File: config.mk
export PLATFORM = sky130hd
export DESIGN_NAME = rng_arbiter
export DESIGN_NICKNAME = d
export VERILOG_FILES = /design/src/rtl/rng_pkg.sv /design/src/rtl/rng_arbiter_rr_pick.sv /design/src/rtl/rng_arbiter.sv
export SDC_FILE = /design/constraint.sdc
export NUM_CORES = 1
export LEC_CHECK = 0
export CORE_UTILIZATION = 53
export CTS_CLUSTER_SIZE = 30
export DETAILED_ROUTE_END_ITERATION = 12
export PLACE_DENSITY = 0.8
export SLEW_MARGIN = 20
export SYNTH_ARGS = -nofsm -noshare
export SYNTH_HDL_FRONTEND = slang
export SYNTH_SLANG_ARGS = --single-unit
File: constraint.sdc
create_clock -name clk -period 3.4 [get_ports clk]
set_clock_uncertainty 0.05 [all_clocks]
set_input_delay 0.68 -clock clk [delete_from_list [all_inputs] [get_ports clk]]
set_output_delay 0.68 -clock clk [all_outputs]
set_load 0.005 [all_outputs]
File: src/rtl/rng_pkg.sv
// Shared LFSR definitions for the rng arbiter family.
// Holds the LFSR width, tap mask, step function and FSM state enum.
package rng_pkg;

    localparam int LFSR_W = 16;

    // Taps for x^16+x^14+x^13+x^11+1 in the shift-left form (bits 15,13,12,10)
    localparam logic [LFSR_W-1:0] LFSR_TAPS = 16'hB400;

    typedef enum logic [1:0] {
        IDLE,
        ADVANCE,
        GRANT
    } state_e;

    function automatic logic [LFSR_W-1:0] lfsr_next(input logic [LFSR_W-1:0] s);
        return {s[LFSR_W-2:0], ^(s & LFSR_TAPS)};
    endfunction

endpackage

File: src/rtl/rng_arbiter_rr_pick.sv
// Round-robin picker: first set req bit scanning upward from ptr, with wrap.
// Ports: req, ptr in; found, onehot, idx out. Purely combinational.
module rr_pick #(
    parameter int N  = 4,
    parameter int IW = (N > 1) ? $clog2(N) : 1
) (
    input  logic [N-1:0]  req,
    input  logic [IW-1:0] ptr,
    output logic          found,
    output logic [N-1:0]  onehot,
    output logic [IW-1:0] idx
);

    logic [IW:0]   pos;
    logic [IW-1:0] sel;

    always_comb begin
        found  = 1'b0;
        onehot = '0;
        idx    = '0;
        pos    = '0;
        sel    = '0;
        for (int k = 0; k < N; k++) begin
            pos = {1'b0, ptr} + (IW+1)'(k);
            if (pos >= (IW+1)'(N)) begin
                pos = pos - (IW+1)'(N);
            end
            sel = pos[IW-1:0];
            if (!found && req[sel]) begin
                found       = 1'b1;
                idx         = sel;
                onehot[sel] = 1'b1;
            end
        end
    end

endmodule

File: src/rtl/rng_arbiter.sv
// Shares one 16-bit Fibonacci LFSR among N_REQ requesters, round-robin.
// Ports: clk, rst (async high), req, reseed_valid/data/ready, grant, rnd_valid, rnd_data.
module rng_arbiter
    import rng_pkg::*;
#(
    parameter int               N_REQ    = 4,
    parameter logic [LFSR_W-1:0] SEED    = 16'hA5A5,
    parameter int               STEPS    = 1,
    parameter bit               FREE_RUN = 1'b1
) (
    input  logic              clk,
    input  logic              rst,
    input  logic [N_REQ-1:0]  req,
    input  logic              reseed_valid,
    input  logic [LFSR_W-1:0] reseed_data,
    output logic              reseed_ready,
    output logic [N_REQ-1:0]  grant,
    output logic              rnd_valid,
    output logic [LFSR_W-1:0] rnd_data
);

    localparam int IW = $clog2(N_REQ);

    state_e            state_q, state_d;
    logic [LFSR_W-1:0] lfsr_q, lfsr_d;
    logic [IW-1:0]     ptr_q, ptr_d;
    logic [IW-1:0]     idx_q, idx_d;
    logic [N_REQ-1:0]  sel_q, sel_d;
    logic [3:0]        cnt_q, cnt_d;
    logic [N_REQ-1:0]  grant_q, grant_d;
    logic              rnd_valid_q, rnd_valid_d;
    logic [LFSR_W-1:0] rnd_data_q, rnd_data_d;

    logic              pick_found;
    logic [N_REQ-1:0]  pick_onehot;
    logic [IW-1:0]     pick_idx;

    rr_pick #(.N(N_REQ), .IW(IW)) u_pick (
        .req    (req),
        .ptr    (ptr_q),
        .found  (pick_found),
        .onehot (pick_onehot),
        .idx    (pick_idx)
    );

    always_comb begin
        state_d     = state_q;
        lfsr_d      = lfsr_q;
        ptr_d       = ptr_q;
        idx_d       = idx_q;
        sel_d       = sel_q;
        cnt_d       = cnt_q;
        grant_d     = '0;
        rnd_valid_d = 1'b0;
        rnd_data_d  = rnd_data_q;
        unique case (state_q)
            IDLE: begin
                // Reseed outranks requests; a pending req simply waits a cycle
                if (reseed_valid) begin
                    lfsr_d = (reseed_data == '0) ? SEED : reseed_data;
                end else if (pick_found) begin
                    idx_d   = pick_idx;
                    sel_d   = pick_onehot;
                    cnt_d   = 4'(STEPS - 1);
                    state_d = ADVANCE;
                end else if (FREE_RUN) begin
                    lfsr_d = lfsr_next(lfsr_q);
                end
            end
            ADVANCE: begin
                lfsr_d = lfsr_next(lfsr_q);
                if (cnt_q == '0) begin
                    state_d = GRANT;
                end else begin
                    cnt_d = cnt_q - 4'd1;
                end
            end
            GRANT: begin
                grant_d     = sel_q;
                rnd_valid_d = 1'b1;
                rnd_data_d  = lfsr_q;
                ptr_d       = (idx_q == IW'(N_REQ - 1)) ? '0 : idx_q + 1'b1;
                state_d     = IDLE;
            end
            default: state_d = IDLE;
        endcase
    end

    always_ff @(posedge clk or posedge rst) begin
        if (rst) begin
            state_q     <= IDLE;
            lfsr_q      <= SEED;
            ptr_q       <= '0;
            idx_q       <= '0;
            sel_q       <= '0;
            cnt_q       <= '0;
            grant_q     <= '0;
            rnd_valid_q <= 1'b0;
            rnd_data_q  <= '0;
        end else begin
            state_q     <= state_d;
            lfsr_q      <= lfsr_d;
            ptr_q       <= ptr_d;
            idx_q       <= idx_d;
            sel_q       <= sel_d;
            cnt_q       <= cnt_d;
            grant_q     <= grant_d;
            rnd_valid_q <= rnd_valid_d;
            rnd_data_q  <= rnd_data_d;
        end
    end

    assign reseed_ready = (state_q == IDLE);
    assign grant        = grant_q;
    assign rnd_valid    = rnd_valid_q;
    assign rnd_data     = rnd_data_q;

endmodule

* Yosys cells after proc, flatten, opt, wreduce, memory -nomap -nowiden *
Index checks and enable logic that the tools add are counted.

word-level totals
  register bits = 51
  input port bits = 23
  output and inout port bits = 22
  word-level logic and storage cells = 108

cells by class
  add/sub/neg operators = 9
  magnitude comparators = 12
  equal/unequal tests = 8
  mux-type cells = 47
  bitwise logic cells = 4
  reductions and logical operators = 19

operator list
  operator                                                           count
  two-way mux 16 bit                                                 3
  two-way mux 4 bit                                                  8
  one-hot mux 16 bit (2 select lines)                                1
  two-way mux 2 bit                                                  12
  zero test 16 bit                                                   1
  XOR reduction 16 bit                                               1
  two-way mux 1 bit                                                  13
  < comparator 2 x 3 -> 1 bit, second input constant                 4
  OR 4 bit                                                           3
  greater-or-equal comparator 3 bit, second input constant           3
  binary-select mux 1 bit (select 2 bit)                             4
  demux 1 bit (select 2 bit)                                         4
  greater-or-equal comparator 2 x 1 -> 1 bit, second input constant  4
  one-hot mux 4 bit (2 select lines)                                 1
  subtractor 2 x 1 -> 2 bit, second input constant                   4
  logical AND 1 bit                                                  7
  adder 2 x 2 -> 3 bit, second input constant                        2
  != test 2 bit, second input constant                               3
  AND reduction 3 bit                                                2
  == test 2 bit, second input constant                               2
  zero test 4 bit                                                    1
  one-hot mux 2 bit (2 select lines)                                 1
  AND reduction 4 bit                                                1
  subtractor 4 x 1 -> 4 bit, second input constant                   1
  other kinds (11)                                                   13

* Depth between registers and ports, before layout *
Gate-level depths: netlist (run 1).

  depth in word-level cells = 17
  mapped depth = 11
  mapped depth without buffers = 7

* Modules after synthesis *
From an unflattened synthesis (run 1), not the netlist that was laid out.

second synthesis, totals
  cells, all modules = 289
  area total of the unflattened synthesis = 2,626.3 um^2

by module, submodules not included
  module       times used  cells an instance  area each (um^2)  seq. area each (um^2)
  rng_arbiter  1           244                2,207.1           1,286.2
  rr_pick      1           45                 419.2             0.0

* Least setup slack after synthesis (run 1) *
OpenSTA, ideal clock, no wires.

  path kind = reg-to-reg
  start = reg ptr_q[0]
  end = reg lfsr_q[11]
  setup time = 123 ps
  arrival = 2,627 ps
  data required time = 3,227 ps
  setup slack = 601 ps
  stages on the path, launching flop included = 11
  buffers on the path = 3
  period minus slack after synthesis = 2,799 ps
  cells stage by stage = dfrtp_1 > buf_6 > inv_1 > ha_1 > buf_2 > mux4_2 > o41ai_4 > nand2b_2 > buf_2 > a221oi_2 > nor2_1

between the ends
  longest elaborated chain between the ends = 16
  elaborated cells on any way between the ends = 35
  those cells by class = 7 x add/sub; 4 x order compare; 1 x eq/ne; 16 x mux; 7 x reduce/logical

ends and longest elaborated chain
  what                                                                           line                       RTL
  start, declared                                                                rng_arbiter.sv:26          logic [IW-1:0] ptr_q, ptr_d;
  start signal, assigned                                                         rng_arbiter.sv:103         ptr_q <= ptr_d;
  parallel branches: the longest is 13 deep, another holds adder 2 x 1 -> 3 bit  -
  two-way mux 1 bit *                                                            rng_arbiter_rr_pick.sv:29  if (!found && req[sel]) begin
  != test 3 bit (no line) *                                                      -
  AND reduction 2 bit (no line) *                                                -
  end signal, assigned                                                           rng_arbiter.sv:102         lfsr_q <= lfsr_d;
  end, declared                                                                  rng_arbiter.sv:25          logic [LFSR_W-1:0] lfsr_q, lfsr_d;

Mark *: on every way between the ends. The select of a mux whose other input is x is not followed.
A chain may end at the register's enable or synchronous reset.

* Final worst setup path (run 1) *
  start = reg ptr_q[1]
  end = reg lfsr_q[12]

The elaborated chain is that of the path after synthesis.

==> out/results.txt, run 1 <==
Outcome -> complete, no violations
R2r endpoint -> lfsr_q[12]
Area grow syn2layout -> 22.0%
Syn. warnings -> 0
R2r startpoint -> ptr_q[1]
R2R setup slack -> 420 ps
CP required -> 3540 ps
Final worst slack -> 416 ps
DIE WIDTH -> 73.2 um
Fillcell total -> 392
Hold Path Stages -> 2
Pre-CTS WS -> 250 ps
Drt pass-1 iters -> 4
H-tree levels -> 2
Die H -> 73.2 um
Post-synth cell types -> 44
Clk slew on worst S/H paths -> 90 ps
# rows -> 25
Slew HR -> 45.1%
I/O Buffers -> 44
Syn avg cell area -> 9.53 um^2
Leak -> 1.48 nW
Final Hold Fails -> 0
Crit-path max FO -> 15
Hold slack -> 422 ps
Max VDD drop -> 0.000679 V
Top cell type's share of synthesized area -> 40.1%
Drt total wl -> 5.53 mm
Via count -> 2186
Register bit total from synthesis -> 51
Fmax -> 335 MHz
CTS tree -> done
HPWL Detailed -> 3.91 mm
Ant. Diodes -> 0
CP Launch Type -> flip-flop
CTS Buf Count -> 5
Post-Synthesis Cell Area -> 2690 um^2
Initial Util -> 56.1%
Cell count after synthesis -> 282
EDFF count, synth -> 0
Setup Crit Path Kind -> flip-flop to flip-flop
Clock Path Buffers -> 2
RSZ-0062 raised after global routing -> false
Antenna violations before repair -> 0
Endpoint class of the critical path -> flip-flop
DR vias/cell -> 5.59
Dominant cells by area after synthesis -> dfrtp_1, nand2_1, dfstp_2, ha_1, mux4_2
Least-Margin Pin Slew -> 822 ps
Slew Viols, Final -> 0
GP Congestion -> 0.828
Total Routing Usage GR -> 22.9%
Worst-case reg-to-reg path depth -> 7
Final net count -> 355
Setup tns final -> 0 ps
Hold EP -> lfsr_q[8]
Clock Tree Root -> clkbuf_8
Drc violations -> 0
Sinks on Clock Net -> 51
Core ar. -> 4790 um^2
CP arrival -> 3130 ps
Cts repair resizes -> 0
Final min period -> 2980 ps
Number of global-route vias before repair -> 2057
Ports -> 45
Global-route wire length before repair -> 9.40 mm
Endpoints failing setup -> 0
Max-Cap Viols -> 0
Post CTS Setup Buffer Count -> 0
PwrDens -> 934 nW/um^2
# hold bufs at CTS -> 0
Register area share after synthesis -> 47.9%
Most common cell after layout, fill and taps aside -> nand2_1
PnR Total Power -> 0.00306 W
Post-route ant nets -> 0
Async SR Flop Fraction -> 100%
Leading cell types in the layout, fill and taps excluded -> nand2_1, clkdlybuf4s50_1, dfrtp_1
Largest area contributor in the netlist -> dfrtp_1
Hold_sp -> lfsr_q[8]
Pin count of the biggest net entering global routing -> 51
Worst skew pair latency -> 300 ps
DR WL/cell -> 14.1 um
Die footprint -> 5360 um^2
Layout cell share with drive strength beyond 1 -> 8.95%
Synthesized Nets -> 313
DRT iter0 DRCs -> 176
Ys flop type -> dfrtp_1
Period utilization -> 87.8%
Hold Path Class -> flip-flop to flip-flop
Total gr overflow -> 0
-- worst max-delay path, cell delays in order (launching register included) --
cell and delay [ps]:
dfrtp_1 540, inv_1 170, ha_1 460, mux4_2 600, o41ai_4 420, nand2b_2 270
a221oi_1 290, nor2_1 70
-- layer usage --
metal	share of wire, %	global-route usage [%]	vias to the layer above
met5	0	0	-
met4	1.8	8.71	0
met1	46	32.3	1035
met2	47	35.2	75
li1	-	-	1063
met3	5.1	4.42	13
-- registers in the layout (all words and copies together), names as in the netlist --
register	flops
ptr_q	2
sel_q	4
state_q	2
cnt_q	4
idx_q	2
rnd_valid	1
lfsr_q	16
rnd_data	16
grant	4
-- synthesized netlist by cell type, types with 2 or more instances --
library cell / number
dfrtp_1: 43
xor2_1: 3
nand2b_1: 11
clkbuf_1: 8
buf_2: 2
dfstp_2: 8
a31oi_1: 2
o221ai_1: 7
o21ai_0: 10
nand2_1: 81
inv_1: 7
a211o_1: 3
xnor2_1: 3
a21oi_1: 2
o22ai_1: 8
nand3_1: 2
a221oi_1: 5
and2_1: 8
buf_6: 2
nor2_1: 19
o22a_1: 2
a22oi_1: 4
nor4_1: 5
ha_1: 8
mux2i_1: 7
mux4_2: 4
-- cells by family after synthesis --
family / share of synthesized area (%)
XOR/XNOR: 1.96
adder cells (fa/ha/maj): 3.73
AND/OR/NAND/NOR: 22.1
multiplexers: 6.38
flip-flops: 47.9
buffers and inverters: 3.73
AO/OA/AOI/OAI: 14.3
-- worst max path at each step --
stage	start	endpoint	slack, ps	depth (start not counted)
after floorplan	ptr_q[0]	lfsr_q[11]	600	10
after global routing	ptr_q[1]	lfsr_q[3]	220	7
after CTS	ptr_q[1]	lfsr_q[12]	410	7
final	ptr_q[1]	lfsr_q[12]	420	7
after detailed placement	req[2]	lfsr_q[12]	250	6
after global placement	req[3]	lfsr_q[3]	360	6
-- power by group --
group	switching [W]	leakage, nW	internal [W]
logic	0.000808	0.808	0.000751
clock network	0.000187	0.0513	0.000216
registers	0.000190	0.625	0.000911
-- cell type report --
class                      count  area (um^2)  area share [%]
multi-input combinational    210         1300            39.7
tap                           67         83.8            2.56
sequential                    51         1290            39.2
clock buffer                   6         72.6            2.21
inverter                       7         27.5           0.840
timing repair buffer          49          478            14.6
clock inverter                 1         30.0           0.916
-- stage by stage --
stage	instances	utilization, %	instance area, um^2
after floorplan	282	-	2690
after global placement	384	66.3	3170
after detailed placement	384	66.3	3170
after CTS	391	68.5	3280
after global routing	391	68.5	3280
final	391	68.5	3280
No activity file was read; power rests on OpenSTA's default activity.
==> inputs of run 2 (changes only) <==
--- a/config.mk
+++ b/config.mk
@@ -11,2 +11,3 @@
 export PLACE_DENSITY = 0.8
+export REMOVE_ABC_BUFFERS = 1
 export SLEW_MARGIN = 20
==> constraint.sdc (replaced) <==
create_clock -name clk -period 3.4 [get_ports clk]
set_clock_uncertainty 0.05 [all_clocks]
set_input_delay 0.34 -clock clk [delete_from_list [all_inputs] [get_ports clk]]
set_output_delay 0.34 -clock clk [all_outputs]
set_load 0.005 [all_outputs]
==> run 2 against run 1 <==
  * Design area is 0.34% higher
  * Non-clock buffer count is 1 lower
  * Hold slack got worse by 3.0 ps
  * Via count is 1.6% higher
  * Utilization up 0.24 points
  * Routed wire length rose by 3.5%
  * First-iteration DRC count decreased by 33%
==> out/results.txt, run 2 (same netlist as run 1, synthesis figures left out) <==
CP peak stage delay -> 590 ps
Period utilization -> 91.7%
Hold Path Class -> flip-flop to flip-flop
Initial Util -> 56.1%
Critical path cell sequence -> inv_1 -> ha_1 -> mux4_2 -> o41ai_4 -> and2b_1 -> o221ai_1 -> nand2_1
# rows -> 25
Endpoint class of the critical path -> flip-flop
CP Launch Type -> flip-flop
DR WL/cell -> 14.6 um
HPWL Detailed -> 3.97 mm
DRT iter0 DRCs -> 118
Clock Tree Root -> clkbuf_8
Core ar. -> 4790 um^2
Drt pass-1 iters -> 5
Total Routing Usage GR -> 23.3%
Die footprint -> 5360 um^2
DIE WIDTH -> 73.2 um
CTS Buf Count -> 5
Slew Viols, Final -> 0
PwrDens -> 946 nW/um^2
Layout cell share with drive strength beyond 1 -> 9.26%
Critical path's slowest cell -> mux4_2
Sinks on Clock Net -> 51
Placed insts -> 383
DR vias/cell -> 5.68
Worst skew pair latency -> 300 ps
Final net count -> 354
CP required -> 3600 ps
Setup tns final -> 0 ps
Ant. Diodes -> 0
Family with the most delay on the worst path -> compound AO/OA/AOI/OAI gates
Crit-path max FO -> 17
Total gr overflow -> 0
Final core occ -> 68.7%
Pre-CTS WS -> 343 ps
CP arrival -> 3320 ps
CTS tree -> done
Setup Crit Path Kind -> flip-flop to flip-flop
Drc violations -> 0
Number of global-route vias before repair -> 2003
Endpoints failing setup -> 0
Fillcell total -> 382
Least-Margin Pin Slew -> 866 ps
# hold bufs at CTS -> 0
Ports -> 45
Global-route wire length before repair -> 9.40 mm
Pin count of the biggest net entering global routing -> 52
Leak -> 1.49 nW
Drt total wl -> 5.72 mm
Via count -> 2220
Area grow syn2layout -> 22.4%
H-tree levels -> 2
I/O Buffers -> 44
Slew HR -> 42.2%
Clock Path Buffers -> 2
Cts repair resizes -> 0
Final min period -> 3120 ps
Leading cell types in the layout, fill and taps excluded -> nand2_1, clkdlybuf4s50_1, dfrtp_1
Post-route ant nets -> 0
Die H -> 73.2 um
Outcome -> complete, no violations
Final non-filler cell total -> 391
Post CTS Setup Buffer Count -> 0
Clk slew on worst S/H paths -> 100 ps
Fmax -> 321 MHz
Worst Path Buf+Inv -> 1
Most common cell after layout, fill and taps aside -> nand2_1
Max-Cap Viols -> 0
GP Congestion -> 0.902
Max VDD drop -> 0.000592 V
Final Hold Fails -> 0
Final worst slack -> 281 ps
Antenna violations before repair -> 0
RSZ-0062 raised after global routing -> false
## run 2: cell count changes in the layout (fill, tap and decap cells not counted)
cell      delta
buf_4        -1
clkbuf_1     -1
clkbuf_8     +1
inv_6        +1
## run 2: path summary, 6_finish.rpt
| path | from | endpoint | slack (ps) | depth (start not counted) |
|---|---|---|---|---|
| setup / recovery | ptr_q[1] | lfsr_q[13] | 280 | 7 |
| hold / removal | lfsr_q[7] | lfsr_q[7] | 420 | 2 |
| setup reg to reg | ptr_q[1] | lfsr_q[13] | 280 | 7 |
| hold reg to reg | lfsr_q[7] | lfsr_q[7] | 420 | 2 |
| max in group asynchronous | rst | lfsr_q[1] | 2320 | 2 |
| min in group asynchronous | rst | sel_q[2] | 480 | 2 |
## run 2: stage by stage
stage	power, W	hold slack, ps	cell area (um^2)
global placement	0.00263	402	3170
CTS	0.00312	422	3290
global route	0.00335	440	3290
floorplan	0.00212	392	2610
detailed placement	0.00267	409	3170
finish	0.00311	419	3290
## run 2: where the power goes
group | internal (W) | total [W] | switching (W)
sequential | 0.000910 | 0.00110 | 0.000188
clock | 0.000242 | 0.000444 | 0.000201
combinational | 0.000747 | 0.00157 | 0.000823
## run 2: layout make-up
| cell class | count | area (um^2) | area share, % |
|---|---|---|---|
| sequential | 51 | 1290 | 39.1 |
| inverter | 7 | 27.5 | 0.837 |
| clock buffer | 6 | 82.6 | 2.51 |
| timing repair buffer | 48 | 470 | 14.3 |
| multi-input combinational | 210 | 1300 | 39.5 |
| clock inverter | 2 | 38.8 | 1.18 |
| tap | 67 | 83.8 | 2.55 |
## run 2: tightest hold or removal path, delay by kind of cell (launching register included)
kind,cells,cell delay (ps)
simple gates,2,90
flops,1,390
## run 2: per-layer routing
layer | part of all wire, % | wire [um] | track usage (%)
met4 | 1.2 | 68 | 6.97
met1 | 45 | 2600 | 31.3
met5 | 0 | 0 | 0
met2 | 48 | 2760 | 37.1
met3 | 5.2 | 296 | 5.94
==> inputs of run 3 (changes only) <==
- CORE_ASPECT_RATIO: not set -> 0.75
- GPL_TIMING_DRIVEN: not set -> 0
==> run 3 against run 2 <==
  * The flow now finishes with violations (DRC)
  * Non-clock buffer count is 2 lower
  * Routed wire length decreased by 0.51%
  * Via count fell by 2.2%
  * Sequential power rose by 4%
  * Utilization fell by 1.6 points
  * Clock power shrank 7.7%
  * Combinational power shrank 3%
  * Sequential share of layout area is 0.26 points higher
  * Critical endpoint is now lfsr_q[8]
  * Largest power group unchanged
==> out/results.txt, run 3 (same netlist as run 1, synthesis figures left out) <==
Final worst slack -> 334 ps
Crit path capture -> lfsr_q[8]
Outcome -> finished with violations
CTS tree -> done
R2r startpoint -> ptr_q[0]
DIE WIDTH -> 84.2 um
Fmax -> 326 MHz
Via count -> 2172
Post-route ant nets -> 0
DRT iter0 DRCs -> 242
Die footprint -> 5360 um^2
Instance count on the critical path -> 7
Slew Viols, Final -> 0
Most common cell after layout, fill and taps aside -> nand2_1
Sinks on Clock Net -> 51
Final Hold Fails -> 0
GP Congestion -> 0.877
Ports -> 45
CP arrival -> 3260 ps
R2r endpoint -> lfsr_q[8]
Clock share of power -> 13.3%
Final net count -> 352
H-tree levels -> 2
Clock Tree Root -> clkbuf_8
Worst Path Buf+Inv -> 1
Dpl cell area -> 3150 um^2
Ant. Diodes -> 0
Switching share of power -> 39.6%
RSZ-0062 raised after global routing -> false
Max VDD drop -> 0.000685 V
Core ar. -> 4870 um^2
R2R setup slack -> 330 ps
Setup Crit Path Kind -> flip-flop to flip-flop
DR vias/cell -> 5.69
Family with the most delay on the worst path -> flip-flops
Period utilization -> 90.2%
Fillcell total -> 405
Crit-path max FO -> 22
Reg power frac -> 37.1%
P_int -> 0.00187 W
# rows -> 22
PwrDens -> 944 nW/um^2
Drt total wl -> 5.69 mm
Drc violations -> 4
CP Launch Type -> flip-flop
Pin count of the biggest net entering global routing -> 36
Max-Cap Viols -> 0
Pre-CTS WS -> -701 ps
Failing checks -> DRC
Final min period -> 3070 ps
CP required -> 3590 ps
Clock Path Buffers -> 2
Critical Path Source -> ptr_q[0]
DR WL/cell -> 14.9 um
Switching pwr -> 0.00122 W
Number of global-route vias before repair -> 2078
Final core occ -> 67.1%
Area grow syn2layout -> 21.8%
Endpoints failing setup -> 0
Drt pass-1 iters -> 8
Endpoint class of the critical path -> flip-flop
Critical path cell sequence -> inv_1 -> ha_1 -> mux4_2 -> o41ai_4 -> and2b_2 -> o221ai_1 -> nand2_1
Global-route wire length before repair -> 9.56 mm
Antenna violations before repair -> 0
Leading cell types in the layout, fill and taps excluded -> nand2_1, clkdlybuf4s50_1, dfrtp_1
CTS Buf Count -> 5
HPWL Detailed -> 4.10 mm
Total Routing Usage GR -> 22.8%
Hold Path Class -> input pin to async pin
Least-Margin Pin Slew -> 736 ps
Clk slew on worst S/H paths -> 90 ps
PnR Total Power -> 0.00309 W
Critical path's slowest cell -> dfrtp_2
# hold bufs at CTS -> 0
Worst skew pair latency -> 300 ps
Comb power frac -> 49.6%
Layout cell share with drive strength beyond 1 -> 9.01%
Leak -> 1.48 nW
I/O Buffers -> 44
Worst-case reg-to-reg path depth -> 7
Slew HR -> 50.9%
Total gr overflow -> 0
Die H -> 63.7 um
CP peak stage delay -> 650 ps
Design area -> 3270 um^2
Initial Util -> 55.1%
==> run 3: cell type report <==
type / instances / area, um^2 / area share [%]
Timing Repair Buffer: 46 / 468 / 14.3
Inverter: 7 / 26.3 / 0.803
Clock buffer: 7 / 76.3 / 2.33
Multi-Input combinational cell: 210 / 1310 / 40.0
Tap cell: 60 / 75.1 / 2.30
Clock inverter: 1 / 30.0 / 0.918
Sequential cell: 51 / 1290 / 39.4
==> run 3: routing by layer <==
layer	track usage, %	routed length (um)
met2	37.7	2630
met4	6.03	72
met1	30.6	2690
met5	0	0
met3	4.72	297
==> run 3: power groups by stage <==
stage	clock [W]	combinational [W]	sequential, W
after detailed placement	0	0.00150	0.00116
after global routing	0.000430	0.00171	0.00119
after CTS	0.000418	0.00152	0.00115
after floorplan	0	0.00101	0.00111
after global placement	0	0.00145	0.00114
final	0.000410	0.00153	0.00114
==> run 3: how the worst min path moves through the flow <==
stage               from         to  slack (ps)  depth (start not counted)
2_1_floorplan   sel_q[0]   sel_q[0]         390                          2
3_3_place_gp   lfsr_q[7]  lfsr_q[7]         400                          2
3_5_place_dp   lfsr_q[2]  lfsr_q[2]         410                          2
4_1_cts              rst  rnd_valid         280                          2
5_1_grt              rst  rnd_valid         300                          2
6_report             rst  rnd_valid         270                          2
==> run 3: repair_timing <==
| item | 4_1_cts | 5_1_grt |
|---|---|---|
| buffers inserted | 1 | 0 |
| pin swaps | 1 | 0 |
| endpoints found under the setup margin | 24 | 12 |
| resized for setup | 1 | 2 |
==> run 3: per-stage QoR <==
stage,instances,setup TNS (ps),hold WS [ps]
after floorplan,268,-68.1,392
after global placement,372,-8130,401
after detailed placement,373,-9290,405
after CTS,382,0,278
after global routing,382,0,299
final,382,0,272
==> run 3: worst reg2reg max path: cells and delay by family (launching register included) <==
kind                     cells  cell delay, ps
buffers and inverters        1             170
AO/OA/AOI/OAI                2             530
multiplexers                 1             620
adder cells (fa/ha/maj)      1             470
flip-flops                   1             650
AND/OR/NAND/NOR              2             520
